## src/rtl/disp_req_arbiter_if.sv

```systemverilog
// disp_req_arbiter_if
//   Bundles the three requester handshakes (operand entry, ALU result,
//   status message) and the display-decoder write bus driven by the
//   arbiter.
//   slave  modport : the arbiter (consumes requests, drives acks/display)
//   master modport : requesters + decoder side (drives requests, sees acks)
//   Signals:
//     ent_req/ent_val/ent_sgn -> ent_ack    operand-entry request
//     res_req/res_val/res_sgn/res_dot -> res_ack   ALU result request
//     err_req/err_code -> err_ack           status message request
//     display_sel, wr_enable, bin, sgn, dot, msg   decoder write bus
//     busy                                  arbiter not idle
interface disp_req_arbiter_if;
  logic       ent_req;
  logic [7:0] ent_val;
  logic       ent_sgn;
  logic       ent_ack;

  logic       res_req;
  logic [7:0] res_val;
  logic       res_sgn;
  logic [1:0] res_dot;
  logic       res_ack;

  logic       err_req;
  logic [1:0] err_code;
  logic       err_ack;

  logic       display_sel;
  logic       wr_enable;
  logic [7:0] bin;
  logic       sgn;
  logic [1:0] dot;
  logic [1:0] msg;
  logic       busy;

  modport slave (
    input  ent_req, ent_val, ent_sgn,
    input  res_req, res_val, res_sgn, res_dot,
    input  err_req, err_code,
    output ent_ack, res_ack, err_ack,
    output display_sel, wr_enable, bin, sgn, dot, msg, busy
  );

  modport master (
    output ent_req, ent_val, ent_sgn,
    output res_req, res_val, res_sgn, res_dot,
    output err_req, err_code,
    input  ent_ack, res_ack, err_ack,
    input  display_sel, wr_enable, bin, sgn, dot, msg, busy
  );
endinterface

```

## src/rtl/disp_req_arbiter.sv

```systemverilog
// disp_req_arbiter
//   Shares the 4-digit 7-segment display writer between the operand-entry,
//   ALU-result and status-message requesters (priority err > res > ent).
//   Numeric writes are one-cycle strobes; status messages are held for
//   MSG_HOLD cycles after which the last numeric value is rewritten.
//   Ports:
//     clk  : system clock
//     rst  : asynchronous active-high reset
//     bus  : request handshakes and decoder write bus (slave modport)
//   All outputs are registered.
module disp_req_arbiter #(
  parameter int MSG_HOLD = 50000000,
  parameter int CW       = 26
) (
  input  logic                clk,
  input  logic                rst,
  disp_req_arbiter_if.slave   bus
);

  typedef enum logic [1:0] {IDLE, WR, HOLD, RESTORE} state_t;

  localparam logic [CW-1:0] HOLD_LOAD = CW'(MSG_HOLD - 1);

  state_t        state_q, state_d;
  logic [CW-1:0] cnt_q, cnt_d;

  logic       ent_ack_q, ent_ack_d;
  logic       res_ack_q, res_ack_d;
  logic       err_ack_q, err_ack_d;
  logic       sel_q, sel_d;
  logic       wr_q, wr_d;
  logic [7:0] bin_q, bin_d;
  logic       sgn_q, sgn_d;
  logic [1:0] dot_q, dot_d;
  logic [1:0] msg_q, msg_d;
  logic       busy_q, busy_d;

  // Last numeric value written, rewritten when a message expires.
  logic [7:0] sh_val_q, sh_val_d;
  logic       sh_sgn_q, sh_sgn_d;
  logic [1:0] sh_dot_q, sh_dot_d;

  logic err_valid;
  assign err_valid = bus.err_req && (bus.err_code != 2'b00);

  always_ff @(posedge clk or posedge rst) begin
    if (rst) begin
      state_q   <= IDLE;
      cnt_q     <= '0;
      ent_ack_q <= 1'b0;
      res_ack_q <= 1'b0;
      err_ack_q <= 1'b0;
      sel_q     <= 1'b0;
      wr_q      <= 1'b0;
      bin_q     <= '0;
      sgn_q     <= 1'b0;
      dot_q     <= '0;
      msg_q     <= '0;
      busy_q    <= 1'b0;
      sh_val_q  <= '0;
      sh_sgn_q  <= 1'b0;
      sh_dot_q  <= '0;
    end else begin
      state_q   <= state_d;
      cnt_q     <= cnt_d;
      ent_ack_q <= ent_ack_d;
      res_ack_q <= res_ack_d;
      err_ack_q <= err_ack_d;
      sel_q     <= sel_d;
      wr_q      <= wr_d;
      bin_q     <= bin_d;
      sgn_q     <= sgn_d;
      dot_q     <= dot_d;
      msg_q     <= msg_d;
      busy_q    <= busy_d;
      sh_val_q  <= sh_val_d;
      sh_sgn_q  <= sh_sgn_d;
      sh_dot_q  <= sh_dot_d;
    end
  end

  always_comb begin
    state_d   = state_q;
    cnt_d     = cnt_q;
    ent_ack_d = 1'b0;
    res_ack_d = 1'b0;
    err_ack_d = 1'b0;
    sel_d     = 1'b0;
    wr_d      = 1'b0;
    bin_d     = bin_q;
    sgn_d     = sgn_q;
    dot_d     = dot_q;
    msg_d     = msg_q;
    sh_val_d  = sh_val_q;
    sh_sgn_d  = sh_sgn_q;
    sh_dot_d  = sh_dot_q;

    case (state_q)
      IDLE: begin
        // An err_req always takes the cycle, even with an invalid code:
        // it is acknowledged so the requester can drop it, then dropped.
        if (bus.err_req) begin
          err_ack_d = 1'b1;
          if (err_valid) begin
            msg_d   = bus.err_code;
            cnt_d   = HOLD_LOAD;
            state_d = HOLD;
          end
        end else if (bus.res_req) begin
          res_ack_d = 1'b1;
          sel_d     = 1'b1;
          wr_d      = 1'b1;
          bin_d     = bus.res_val;
          sgn_d     = bus.res_sgn;
          dot_d     = bus.res_dot;
          sh_val_d  = bus.res_val;
          sh_sgn_d  = bus.res_sgn;
          sh_dot_d  = bus.res_dot;
          state_d   = WR;
        end else if (bus.ent_req) begin
          ent_ack_d = 1'b1;
          sel_d     = 1'b1;
          wr_d      = 1'b1;
          bin_d     = bus.ent_val;
          sgn_d     = bus.ent_sgn;
          dot_d     = 2'b00;
          sh_val_d  = bus.ent_val;
          sh_sgn_d  = bus.ent_sgn;
          sh_dot_d  = 2'b00;
          state_d   = WR;
        end
      end

      // Gap cycle after a write: guarantees two-cycle accept spacing.
      WR: state_d = IDLE;

      HOLD: begin
        if (err_valid) begin
          // New message restarts the full hold period.
          err_ack_d = 1'b1;
          msg_d     = bus.err_code;
          cnt_d     = HOLD_LOAD;
        end else begin
          // Invalid codes are acked and ignored; the hold keeps running.
          err_ack_d = bus.err_req;
          if (cnt_q == '0) begin
            msg_d   = 2'b00;
            bin_d   = sh_val_q;
            sgn_d   = sh_sgn_q;
            dot_d   = sh_dot_q;
            sel_d   = 1'b1;
            wr_d    = 1'b1;
            state_d = RESTORE;
          end else begin
            cnt_d = cnt_q - CW'(1);
          end
        end
      end

      RESTORE: state_d = IDLE;

      default: state_d = IDLE;
    endcase

    busy_d = (state_d != IDLE);
  end

  assign bus.ent_ack     = ent_ack_q;
  assign bus.res_ack     = res_ack_q;
  assign bus.err_ack     = err_ack_q;
  assign bus.display_sel = sel_q;
  assign bus.wr_enable   = wr_q;
  assign bus.bin         = bin_q;
  assign bus.sgn         = sgn_q;
  assign bus.dot         = dot_q;
  assign bus.msg         = msg_q;
  assign bus.busy        = busy_q;

endmodule

```

## src/flat_wrapper.sv

```systemverilog
// flat-port wrapper written by rule: the top's interface ports become plain ports
module disp_req_arbiter_flat 
#(
  parameter int MSG_HOLD = 50000000,
  parameter int CW       = 26
)
  (clk, rst, bus_ent_req, bus_ent_val, bus_ent_sgn, bus_res_req, bus_res_val, bus_res_sgn, bus_res_dot, bus_err_req, bus_err_code, bus_ent_ack, bus_res_ack, bus_err_ack, bus_display_sel, bus_wr_enable, bus_bin, bus_sgn, bus_dot, bus_msg, bus_busy);
  disp_req_arbiter_if bus_i ();
  input  logic clk;
  input  logic rst;
  input wire logic [$bits(bus_i.ent_req)-1:0] bus_ent_req;
  input wire logic [$bits(bus_i.ent_val)-1:0] bus_ent_val;
  input wire logic [$bits(bus_i.ent_sgn)-1:0] bus_ent_sgn;
  input wire logic [$bits(bus_i.res_req)-1:0] bus_res_req;
  input wire logic [$bits(bus_i.res_val)-1:0] bus_res_val;
  input wire logic [$bits(bus_i.res_sgn)-1:0] bus_res_sgn;
  input wire logic [$bits(bus_i.res_dot)-1:0] bus_res_dot;
  input wire logic [$bits(bus_i.err_req)-1:0] bus_err_req;
  input wire logic [$bits(bus_i.err_code)-1:0] bus_err_code;
  output wire logic [$bits(bus_i.ent_ack)-1:0] bus_ent_ack;
  output wire logic [$bits(bus_i.res_ack)-1:0] bus_res_ack;
  output wire logic [$bits(bus_i.err_ack)-1:0] bus_err_ack;
  output wire logic [$bits(bus_i.display_sel)-1:0] bus_display_sel;
  output wire logic [$bits(bus_i.wr_enable)-1:0] bus_wr_enable;
  output wire logic [$bits(bus_i.bin)-1:0] bus_bin;
  output wire logic [$bits(bus_i.sgn)-1:0] bus_sgn;
  output wire logic [$bits(bus_i.dot)-1:0] bus_dot;
  output wire logic [$bits(bus_i.msg)-1:0] bus_msg;
  output wire logic [$bits(bus_i.busy)-1:0] bus_busy;
  assign bus_i.ent_req = bus_ent_req;
  assign bus_i.ent_val = bus_ent_val;
  assign bus_i.ent_sgn = bus_ent_sgn;
  assign bus_i.res_req = bus_res_req;
  assign bus_i.res_val = bus_res_val;
  assign bus_i.res_sgn = bus_res_sgn;
  assign bus_i.res_dot = bus_res_dot;
  assign bus_i.err_req = bus_err_req;
  assign bus_i.err_code = bus_err_code;
  assign bus_ent_ack = bus_i.ent_ack;
  assign bus_res_ack = bus_i.res_ack;
  assign bus_err_ack = bus_i.err_ack;
  assign bus_display_sel = bus_i.display_sel;
  assign bus_wr_enable = bus_i.wr_enable;
  assign bus_bin = bus_i.bin;
  assign bus_sgn = bus_i.sgn;
  assign bus_dot = bus_i.dot;
  assign bus_msg = bus_i.msg;
  assign bus_busy = bus_i.busy;
  disp_req_arbiter #(.MSG_HOLD(MSG_HOLD), .CW(CW)) u_core (.clk(clk), .rst(rst), .bus(bus_i));
endmodule
```

## config.mk

```make
export PLATFORM = sky130hd
export DESIGN_NAME = disp_req_arbiter_flat
export DESIGN_NICKNAME = d
export VERILOG_FILES = /design/src/rtl/disp_req_arbiter_if.sv /design/src/rtl/disp_req_arbiter.sv /design/src/flat_wrapper.sv
export SDC_FILE = /design/constraint.sdc
export NUM_CORES = 1
export LEC_CHECK = 0
export BUFFER_PORTS_ARGS = -buffer_cell sky130_fd_sc_hd__buf_4
export CAP_MARGIN = 20
export CORE_UTILIZATION = 25
export CTS_CLUSTER_DIAMETER = 30
export CTS_CLUSTER_SIZE = 40
export DETAILED_ROUTE_END_ITERATION = 10
export PLACE_DENSITY = 0.41
export SYNTH_ARGS = -nofsm -noshare
export SYNTH_HDL_FRONTEND = slang
export SYNTH_SLANG_ARGS = --single-unit
```

## constraint.sdc

```tcl
create_clock -name clk -period 3.4 [get_ports clk]
set_input_delay 0.17 -clock clk [delete_from_list [all_inputs] [get_ports clk]]
set_output_delay 0.17 -clock clk [all_outputs]
set_load 0.005 [all_outputs]
```

==> metrics, run 1 <==
status=completed; placement-stage cell area=0.00341 mm2; synth warn=0; async set-reset flop share out of synthesis=100%; fmax=0.387 GHz; Via density=~4.9; initial core utilization=26.2%; Setup TNS=0 ns; pwr/cell area=617 mW/mm2; via count=2,450; max-slew violations=0; maximum vdd ir drop=approximately 0.27 mV; critical-path cell list=inv_1 > ha_1 > or3b_2 > nor4_2 > nand2_1 > or4b_1 > a21oi_1; worst path bufs/invs=1; Min Clock Period, post-route=around 2.6 ns; CTS tree=built; EDFF count, synth=0; Synth Net Count=337; Placer Congestion=0.788; largest net degree at the start of global routing=31; clk buf depth=2; total wire length=around 7.5 mm; clk_skew=roughly 0.0041 ns; post-cts sizing count=0; die width=109 um; static leakage=1.55 nW; CTS sink cnt=57; first-pass GRT wire length=12.4 mm; number of global-route vias before repair=2,409; Critical Path End Type=flop; row cnt=38; Seq cells post-synth=57; I/O pins=46; drt first pass iters=4; die area=0.0120 mm2; clk_lat worst skew=0.33 ns; core area=0.0110 mm2; Final Setup Violations=0; slowest stage delay, CP=0.50 ns; RSZ-0062 raised after global routing=false; number of hold buffers added after CTS=1; crit path DAT=2.83 ns; Die H=approximately 110 um; CP startpoint kind=flop; post-route ant nets=0; initial antenna violation count=0; NumNets Final=389; initial DRC count=117; fin area=0.00376 mm2; final worst path period share=76.0%; placement-stage worst setup slack=0.847 ns; most frequent cells in the layout=dfrtp_1 (57), buf_4 (54), nand2_1 (36), o21ai_0 (34); Port Buffers=45; Avg Cell Area, Syn=9.37 um2; WP data required=3.65 ns; total of max-cap violations=0; cells after synthesis=308; multi-input logic area=0.00138 mm2; Post-CTS Setup Inserts=0; share of layout cells above drive strength 1=24.7%; Slew @ Worst Pin=0.897 ns; FF-to-FF setup slack=0.81 ns; Reg clk slew, reported paths=0.05 ns; Final HPWL DP=around 5.3 mm; Crit-path slowest cell=or3b_2; residual DRC count=0; Cell variety after synth=47; WHS=0.0859 ns; GRT overflow=0; kind of critical path=flop to flop; fillers=approximately 1,200; critical path's top delay family=simple AND/OR/NAND/NOR gates; clk root buf=clkbuf_16; H-Tree Depth=3; final cell count without fillers=between 500 and 600; Post-Syn Area=between 0.002 and 0.003 mm2; Slew headroom=roughly two fifths; Hold/Removal Path Class=primary input to flop; Num CTS Buffers=9; Syn-to-layout area delta=30.3%; placed cell count=488; main flop type after synthesis=dfrtp_1; register area share after synthesis=roughly half; Crit Path Max Fanout=6; gr usage total=14.0%; wire per inst=14.9 um; commonest non-fill, non-tap cell in the layout=dfrtp_1; register area=0.00143 mm2; ant diodes=0; Worst Slack Setup Final=0.815 ns; final hold vios=0
==> metal layers <==
| layer | wire, um | share of wire [%] | track usage (%) |
|---|---|---|---|
| met5 | 0 | 0 | 0 |
| met4 | 128 | 1.7 | 5.52 |
| met3 | 302 | 4.0 | 4.74 |
| met2 | 3310 | 44 | 20.2 |
| met1 | 3800 | 50 | 19.0 |
==> worst register-to-register path: cells and delay by family, from the launching register on <==
kind / cells / cell delay (ns)
and+or+nand+nor: 4 / 1.63
adders and majority gates: 1 / 0.20
AOI/OAI and AO/OA: 1 / 0.16
DFF: 1 / 0.40
buffers and inverters: 1 / 0.13
==> where the power goes <==
| part | switching [mW] | internal [mW] | total [mW] |
|---|---|---|---|
| combinational | 0.171 | 0.201 | 0.372 |
| clock | 0.308 | 0.731 | 1.04 |
| sequential | 0.0863 | 0.824 | 0.910 |
==> path summary, 6_finish.rpt <==
kind / from / to / cells past startpoint
max in group asynchronous: rst / u_core.bus.dot[1] / 4
setup reg to reg: u_core.cnt_q[0] / u_core.cnt_q[18] / 7
setup / recovery: u_core.cnt_q[0] / u_core.cnt_q[18] / 7
hold reg to reg: u_core.sh_sgn_q / u_core.sh_sgn_q / 2
min in group asynchronous: rst / u_core.cnt_q[18] / 3
hold / removal: bus_res_dot[0] / u_core.sh_dot_q[0] / 3
==> final cells by class <==
| cell class | count | share of cell area [%] |
|---|---|---|
| clock inverters | 6 | 2.79 |
| inverters | 5 | 0.499 |
| repair buffers | 55 | 11.0 |
| well taps | 140 | 4.66 |
| clock buffers | 10 | 6.35 |
| flip-flops and latches | 57 | 37.9 |
| multi-input cells | 232 | 36.7 |
==> cell usage after synthesis, types with 2 or more instances <==
cell type | n | area [um2]
nand4_1 | 5 | 31.3
nor4b_1 | 2 | 17.5
or4_4 | 3 | 33.8
nor4_2 | 2 | 25.0
a31o_2 | 2 | 17.5
nor2_1 | 24 | 90.1
ha_1 | 2 | 25.0
and3_1 | 4 | 25.0
clkbuf_1 | 10 | 37.5
mux2i_1 | 9 | 90.1
a31oi_1 | 3 | 18.8
and2_1 | 2 | 12.5
or3_2 | 2 | 15.0
or4_1 | 9 | 67.6
nand2_1 | 36 | 135
o31ai_1 | 9 | 67.6
nor3_1 | 2 | 10.0
nand3_1 | 15 | 75.1
or3_1 | 9 | 56.3
nor4_1 | 8 | 50.1
a21oi_1 | 24 | 120
o21ai_0 | 35 | 175
o21ai_1 | 2 | 10.0
dfrtp_1 | 57 | 1430
or2_2 | 3 | 18.8
inv_1 | 5 | 18.8
nand2b_1 | 4 | 25.0
==> stage by stage <==
step / power (mW) / utilization (%)
4_1_cts: 2.36 / 34.1
3_5_place_dp: 1.30 / 30.9
2_1_floorplan: 1.10 / -
6_report: 2.32 / 34.1
3_3_place_gp: 1.29 / 30.9
5_1_grt: 2.46 / 34.1
==> state kept, by name, summed over array words and instances (netlist names) <==
name and flops:
u_core.bus.err_ack 1, u_core.bus.res_ack 1, u_core.sh_val_q 8, u_core.bus.dot 2, u_core.bus.bin 8, u_core.sh_sgn_q 1, u_core.bus.display_sel 1, u_core.bus.sgn 1
u_core.bus.msg 2, u_core.sh_dot_q 2, u_core.cnt_q 26, u_core.state_q 2, u_core.bus.busy 1, u_core.bus.ent_ack 1
==> kinds of logic (layout without fill, tap and decap cells) <==
family / count (synthesis) / after routing / share of synthesized area [%]
flops: 57 / 57 / 49.4
simple gates: 140 / 140 / 27.0
buf+inv: 19 / 76 / 2.90
mux: 9 / 9 / 3.12
compound gates: 79 / 79 / 16.1
fa+ha+maj: 2 / 2 / 0.867
xor+xnor: 2 / 2 / 0.607
Power figures use the tool's default switching activity.
==> run 2: changes to the inputs <==
clock period = 2.6 ns   (was 3.4 ns; I/O delays follow)
==> metrics, run 2 (synthesis gave the netlist of run 1 again) <==
fillers=1,149 (was 1,152); Crit Path Max Fanout=8 (was 6); H-Tree Depth=3 (unchanged); Hold/Removal Path Class=primary input to flop (unchanged); Port Buffers=45 (unchanged); Syn-to-layout area delta=33.3% (was 30.3%); clk root buf=clkbuf_16 (unchanged); FF-to-FF End=u_core.cnt_q[22] (was u_core.cnt_q[18]); die area=0.0120 mm2 (unchanged); total of max-cap violations=0 (unchanged); WHS Path Cells=3 (unchanged); RR Startpoint=u_core.cnt_q[13] (was u_core.cnt_q[0]); RSZ-0062 raised after global routing=false (unchanged); Min Clock Period, post-route=2.48 ns (was 2.59 ns); wire per inst=14.3 um (was 14.9 um); first-pass GRT wire length=12.1 mm (was 12.4 mm); final worst path period share=95.3% (was 76.0%); initial antenna violation count=0 (unchanged); Slew headroom=55.4% (was 40.0%); Final HPWL DP=5.46 mm (was 5.28 mm); post-cts sizing count=0 (unchanged); final core occ=34.9% (was 34.1%); post-route ant nets=0 (unchanged); Reg with most FFs=u_core.cnt_q (unchanged); kind of critical path=flop to flop (unchanged); gr usage total=13.7% (was 14.0%); Setup TNS=0 ns (unchanged); clk_skew=0.00477 ns (was 0.00405 ns); crit path from=u_core.cnt_q[13] (was u_core.cnt_q[0]); total wire length=7.39 mm (was 7.54 mm); placement-stage worst setup slack=0.139 ns (was 0.847 ns); row cnt=38 (unchanged); critical-path cell list=or4_4 > or4_4 > or4_4 > nand3_2 > or3b_1 (was inv_1 > ha_1 > or3b_2 > nor4_2 > nand2_1 > or4b_1 > a21oi_1); max-slew violations=0 (unchanged); drt first pass iters=4 (unchanged); clk_lat worst skew=0.33 ns (about the same); placement-stage cell area=0.00349 mm2 (was 0.00341 mm2); Reg clk slew, reported paths=0.05 ns (about the same); WP data required=2.81 ns (was 3.65 ns); Hold Path End=u_core.sh_dot_q[0] (unchanged); initial DRC count=138 (was 117); pwr/cell area=789 mW/mm2 (was 617 mW/mm2); maximum vdd ir drop=0.477 mV (was 0.267 mV); Hold Startpoint=bus_res_dot[0] (unchanged); CP startpoint kind=flop (unchanged); critical path's top delay family=simple AND/OR/NAND/NOR gates (unchanged); FF-to-FF setup slack=0.12 ns (was 0.81 ns); most frequent cell on the critical path=or4_4; Final Setup Violations=0 (unchanged); core area=0.0110 mm2 (unchanged); number of global-route vias before repair=2,378 (was 2,409); clk buf depth=2 (unchanged); I/O pins=46 (unchanged); ant diodes=0 (unchanged); die width=109 um (unchanged); CTS sink cnt=57 (unchanged); residual DRC count=0 (unchanged); slowest stage delay, CP=0.54 ns (was 0.50 ns); initial core utilization=26.2% (unchanged); GRT overflow=0 (unchanged); Placer Congestion=0.771 (was 0.788); fin area=0.00385 mm2 (was 0.00376 mm2); via count=2,472 (was 2,450); CTS tree=built (unchanged); most frequent cells in the layout=buf_4 (65), dfrtp_1 (57), nand2_1 (36), o21ai_0 (34) (was dfrtp_1 (57), buf_4 (54), nand2_1 (36), o21ai_0 (34)); Critical Path End Type=flop (unchanged); status=completed (unchanged); largest net degree at the start of global routing=33 (was 31); NumNets Final=401 (was 389); Crit-path slowest cell=or4_4 (was or3b_2); Die H=109 um (unchanged); Via density=4.78 (was 4.85); final hold vios=0 (unchanged); Worst Slack Setup Final=0.121 ns (was 0.815 ns); commonest non-fill, non-tap cell in the layout=buf_4 (was dfrtp_1); crit path DAT=2.69 ns (was 2.83 ns); worst path bufs/invs=0 (was 1); Num CTS Buffers=9 (unchanged); Reg2Reg Depth=5 (was 7); Slew @ Worst Pin=0.668 ns (was 0.897 ns); static leakage=1.61 nW (was 1.55 nW); fmax=0.403 GHz (was 0.387 GHz); number of flip-flops in the largest register=26 (unchanged); share of layout cells above drive strength 1=27.1% (was 24.7%)
run 2: cell count changes in the layout (fill, tap and decap cells not counted):
cell	change
buf_4	+11
buf_2	+1
run 2: final cells by class:
| type | count | area (um2) | share of cell area [%] |
|---|---|---|---|
| Multi-Input combinational cell | 232 | 1380 | 35.9 |
| Clock inverter | 6 | 105 | 2.73 |
| Inverter | 5 | 18.8 | 0.488 |
| Clock buffer | 10 | 239 | 6.21 |
| Timing Repair Buffer | 67 | 503 | 13.1 |
| Tap cell | 140 | 175 | 4.55 |
| Sequential cell | 57 | 1430 | 37.1 |
run 2: how the worst max path moves through the flow:
stage / end / slack [ns] / cells after the start
detailed placement: u_core.cnt_q[22] / 0.14 / 5
global route: u_core.cnt_q[22] / 0.05 / 5
CTS: u_core.cnt_q[22] / 0.13 / 5
finish: u_core.cnt_q[22] / 0.12 / 5
global placement: u_core.cnt_q[22] / 0.15 / 5
floorplan: u_core.cnt_q[22] / 0.12 / 6
run 2: per-layer routing:
layer | wire [um] | global-route usage, % | part of all wire (%)
met2 | 3260 | 20.1 | 44
met4 | 149 | 6.57 | 2.0
met1 | 3740 | 18.5 | 51
met3 | 244 | 3.91 | 3.3
met5 | 0 | 0 | 0
run 2: report_power, final:
part	leakage, nW	total [mW]	switching [mW]	internal (mW)
combinational	0.785	0.486	0.220	0.265
clock	0.172	1.36	0.405	0.955
sequential	0.652	1.19	0.113	1.08
total	1.61	3.04	0.739	2.30
run 2: stage by stage:
step	hold slack [ns]	power [mW]	std cells
floorplan	0.268	1.44	308
global placement	0.307	1.70	499
detailed placement	0.295	1.70	500
CTS	0.0301	3.09	517
global route	0.0435	3.23	517
finish	0.0426	3.04	517
run 2: worst min-delay path, cell delays in order:
cell and delay (ns):
buf_4 0.09, nand3_1 0.06, nand2_1 0.06
run 2: repair_timing:
item / CTS / global route
hold buffers: 1 / 0
endpoints found under the hold margin: 30 / 0
buffers inserted: 0 / 0
